--- config.mk ---
export PLATFORM = sky130hd
export DESIGN_NAME = tsp_cost_display
export DESIGN_NICKNAME = d
export VERILOG_FILES = /design/src/rtl/tsp_cost_display.sv
export SDC_FILE = /design/constraint.sdc
export NUM_CORES = 1
export LEC_CHECK = 0
export ABC_CLOCK_PERIOD_IN_PS = 4400
export CELL_PAD_IN_SITES_DETAIL_PLACEMENT = 1
export CELL_PAD_IN_SITES_GLOBAL_PLACEMENT = 1
export CORE_MARGIN = 2
export CORE_UTILIZATION = 46
export DETAILED_ROUTE_END_ITERATION = 10
export GPL_TIMING_DRIVEN = 0
export PLACE_DENSITY = 0.84
export SLEW_MARGIN = 20
export SYNTH_ARGS = -nofsm -noshare
export SYNTH_HDL_FRONTEND = slang
export SYNTH_SLANG_ARGS = --single-unit
--- constraint.sdc ---
create_clock -name clk -period 4.4 [get_ports clk]
set_input_delay 0.88 -clock clk [delete_from_list [all_inputs] [get_ports clk]]
set_output_delay 0.88 -clock clk [all_outputs]
set_load 0.02 [all_outputs]
--- src/rtl/tsp_cost_display.sv ---
// Best-tour cost to six active-low 7-seg digits via bit-serial double-dabble; optional TSP_DISP_LZB_EN blanks leading zeros.
// Latency WIDTH+1 cycles accept-to-display; in_ready only in IDLE, so one cost per WIDTH+2 cycles.
module tsp_cost_display #(
  parameter int WIDTH = 20
) (
  input  logic             clk,
  input  logic             rst,
  input  logic             in_valid,
  output logic             in_ready,
  input  logic [WIDTH-1:0] in_cost,
  output logic             busy,
  output logic             ovf,
  output logic [6:0]       HEX0,
  output logic [6:0]       HEX1,
  output logic [6:0]       HEX2,
  output logic [6:0]       HEX3,
  output logic [6:0]       HEX4,
  output logic [6:0]       HEX5
);

  typedef enum logic [1:0] {IDLE, CONV, COMMIT} state_t;
  localparam int CW = $clog2(WIDTH + 1);

  state_t           state;
  logic [WIDTH-1:0] bin;
  logic [23:0]      bcd;
  logic [23:0]      bcd_adj;
  logic [CW-1:0]    cnt;
  logic             ovf_pending;
  logic [41:0]      disp;
  logic [3:0]       dig;
`ifdef TSP_DISP_LZB_EN
  logic             leading;
`endif

  function automatic logic [6:0] seg(input logic [3:0] d);
    case (d)
      4'd0:    seg = 7'h40;
      4'd1:    seg = 7'h79;
      4'd2:    seg = 7'h24;
      4'd3:    seg = 7'h30;
      4'd4:    seg = 7'h19;
      4'd5:    seg = 7'h12;
      4'd6:    seg = 7'h02;
      4'd7:    seg = 7'h78;
      4'd8:    seg = 7'h00;
      4'd9:    seg = 7'h10;
      default: seg = 7'h7F;
    endcase
  endfunction

  // Add-3 correction applied to each nibble before the shift.
  always_comb begin
    bcd_adj = bcd;
    for (int i = 0; i < 6; i++) begin
      if (bcd[4*i +: 4] >= 4'd5) bcd_adj[4*i +: 4] = bcd[4*i +: 4] + 4'd3;
    end
  end

  always_comb begin
    disp = {6{7'h7F}};
    dig  = 4'd0;
`ifdef TSP_DISP_LZB_EN
    leading = 1'b1;
`endif
    for (int i = 5; i >= 0; i--) begin
      dig = bcd[4*i +: 4];
`ifdef TSP_DISP_LZB_EN
      if (leading && dig == 4'd0 && i != 0) begin
        disp[7*i +: 7] = 7'h7F;
      end else begin
        leading        = 1'b0;
        disp[7*i +: 7] = seg(dig);
      end
`else
      disp[7*i +: 7] = seg(dig);
`endif
    end
    if (ovf_pending) disp = {6{7'h3F}};
  end

  assign in_ready = (state == IDLE);
  assign busy     = !in_ready;

  always_ff @(posedge clk) begin
    if (rst) begin
      state       <= IDLE;
      bin         <= '0;
      bcd         <= '0;
      cnt         <= '0;
      ovf_pending <= 1'b0;
      ovf         <= 1'b0;
      {HEX5, HEX4, HEX3, HEX2, HEX1, HEX0} <= {6{7'h7F}};
    end else begin
      case (state)
        IDLE: begin
          if (in_valid) begin
            bin         <= in_cost;
            bcd         <= '0;
            cnt         <= CW'(WIDTH);
            ovf_pending <= (32'(in_cost) > 32'd999999);
            state       <= CONV;
          end
        end
        CONV: begin
          {bcd, bin} <= {bcd_adj, bin} << 1;
          cnt        <= cnt - 1'b1;
          if (cnt == CW'(1)) state <= COMMIT;
        end
        COMMIT: begin
          {HEX5, HEX4, HEX3, HEX2, HEX1, HEX0} <= disp;
          ovf   <= ovf_pending;
          state <= IDLE;
        end
        default: state <= IDLE;
      endcase
    end
  end

endmodule

==> flow_summary.toml <==
[sta]
finalSetupTns_ns = 0
tightest_slew_ns = 0.898
holdWs_ns = 0.446
finalHoldViolCount = 0
period_share_pct = 81.5
slew_violations = 0
period_needed_ns = 3.59
rsz0062_at_grt = "false"
skew_ns = 0.00643
setup_viol = 0
max_freq_mhz = 279
relSlewSlack_pct = 39.6

[power_and_ir_drop]
vdd_drop_max_mv = 0.214
p_leak_nw = 3.35
seqPwrFrac_pct = 44.0
switching_share_pct = 24.2
intPower_mw = 2.26
clock_power_share_pct = 47.0
power_mw = 2.99
pwr-share-comb_pct = 9.0
p_per_area_nw_per_um2 = 383
p_sw_uw = 722

[place]
io_buffers = 67
dp_hpwl_um = 12900
place_congestion = 0.883
dpl_cell_area_um2 = 7230

[yosys]
synth_edf_count = 0
synth_top_cell_area_share_pct = 43.3
synth_top_area_cell = "dfxtp_1"
synthCells = 720
synth-seq-cells = 137
synthFlopType = "dfxtp_1"
ys_types = 66
synth_area_um2 = 6340
seq_area_frac_synth_pct = 43.3
synth_fp_nets = 787
synthArstFlopShare_pct = 0
synth_warnings = 0
ys_top_cells_by_area = "dfxtp_1 (43%), ha_1 (8.7%), o21ai_0 (4.1%)"
avgSynthCellArea_um2 = 8.81

[cells_and_area]
layout_commonest_cell = "dfxtp_1"
layout-drive-gt1-share_pct = 9.16
fin_nets = 873
area_growth_syn_to_layout_pct = 23.1
diodes = 0
stdcell_area_um2 = 7810
final_cell_mix = "dfxtp_1 (137), clkdlybuf4s50_1 (67), nand2_1 (61), nor2_1 (57)"
postLayoutCoreUtil_pct = 58.5

[die]
rows = 42
die-area_um2 = 14700
pin_count = 68
start_util_pct = 47.5
die_width_um = 121
die_y_um = 121
core_um2 = 13300

[detailed_routing]
viasPerCell = 5.68
top_layer = "met4"
drtAntennaViolNets = 0
wire_per_inst_um = 18.5
drc = 0
wirelength_um = 18400
initialDrtViolationCount = 206
vias = 5651
met3_length_um = 734
drt-met1-wl_um = 7790
dr.pass1.iters = 5
dr_wl_met2_um = 9550

[global_route]
grt_max_degree = 17
antenna_found_initial = 0
overflow = 0
grt_pass1_wl_um = 30100
grt_usage_pct = 26.4
grt_pass1_vias = 6000

[clocking]
hold_buffers = 0
cts-buffers-inserted = 17
cts.path.max_buffers = 2
post_cts_buffers = 0
htree_levels = 4
cts_root_buf = "clkbuf_16"
cts_tree = "yes"
cts-resized-gates = 0
cts_num_sinks = 137
clk_pin_slew_ns = 0.06
clock_latency_ns = 0.43

[critical_path]
end_kind = "flop"
critPathMaxStageDelay_ns = 0.80
cpMaxStageDelayCell = "o31ai_1"
path_cells = "clkdlybuf4s50_1, inv_1, nand2_4, o31ai_1, inv_1, ha_1, nand3_1, a22oi_1, nor2_1"
cp_data_required_time_ns = 4.68
arrival_ns = 3.87
worstPathMaxFanout = 6
worst-setup-path-type = "primary input to flop"
cp-startpoint = "rst"
crit_top_cell = "inv_1"
worst_r2r_startpoint = "bcd[12]$_SDFFE_PP0N_"
startpoint_type = "primary input"

[worst_hold_path]
hp-class = "flop to flop"
hold_start = "bin[13]$_SDFFE_PP0N_"

[run]
cap_violations = 0

[run_status]
status = "completed"
[cells in the mapped netlist (5+ instances only)]
library cell and instances:
nand3b_1 6, ha_1 44, nor3_1 47, a211oi_1 6, nand3_1 14, nand2b_1 14, xnor2_1 8, nor2_1 57
inv_1 52, dfxtp_1 137, o31ai_1 6, a22oi_1 8, o22ai_1 14, clkbuf_1 23, nand2_1 61, o21ai_0 52
nor3b_1 6, a22o_1 15, mux2i_1 6, o21ai_1 5, o21a_1 6, a31oi_1 10, a21oi_1 34, xor2_1 5
inv_2 9, a221oi_1 7
[metal layers]
metal / vias up / global-route usage [%]
met3: 35 / 5.45
met1: 2791 / 30.5
met2: 143 / 48.0
li1: 2682 / -
met4: 0 / 9.70
met5: - / 0
[area by class of cell]
type | count | area, µm²
fillers | 1543 | 5540
multi-input cells | 486 | 3190
flip-flops and latches | 137 | 2740
repair buffers | 67 | 671
clock buffers | 24 | 482
inverters | 61 | 229
well taps | 176 | 220
plain buffers | 36 | 183
clock inverters | 8 | 93.8
[logic make-up after synthesis]
logic type,count (synthesis),share of synthesized area (%)
and+or+nand+nor,223,17.0
AOI/OAI and AO/OA,200,21.8
DFF,137,43.3
buffers and inverters,97,6.49
adders and majority gates,44,8.68
xor gates and xnor gates,13,1.80
muxes,6,0.947
[power groups by stage]
stage               clock network [mW]  logic [mW]  registers (mW)
CTS                               1.41       0.269            1.31
detailed placement                   0       0.266            1.34
global route                      1.47       0.290            1.32
floorplan                            0       0.153            1.34
finish                            1.40       0.269            1.31
global placement                     0       0.256            1.33
[worst paths after layout]
check / slack (ns) / to / depth (start not counted)
worst max-delay path: 0.81 / flop / 9
worst min-delay path: 0.45 / bin[14]$_SDFFE_PP0N_ / 2
worst max register to register: 1.60 / flop / 10
worst min register to register: 0.45 / bin[14]$_SDFFE_PP0N_ / 2
[critical path: cells and delay by family]
kind / cells / cell delay, ns
AO/OA/AOI/OAI: 2 / 1.03
adder cells (fa/ha/maj): 1 / 0.37
buffers and inverters: 3 / 1.26
AND/OR/NAND/NOR: 3 / 0.32
[metrics by stage]
step / std cells / worst slack [ns]
final: 995 / 0.814
after CTS: 995 / 0.912
after global placement: 963 / 0.691
after global routing: 995 / 0.659
after floorplan: 720 / 1.77
after detailed placement: 963 / 0.654
(Power assumes the default switching activity.)
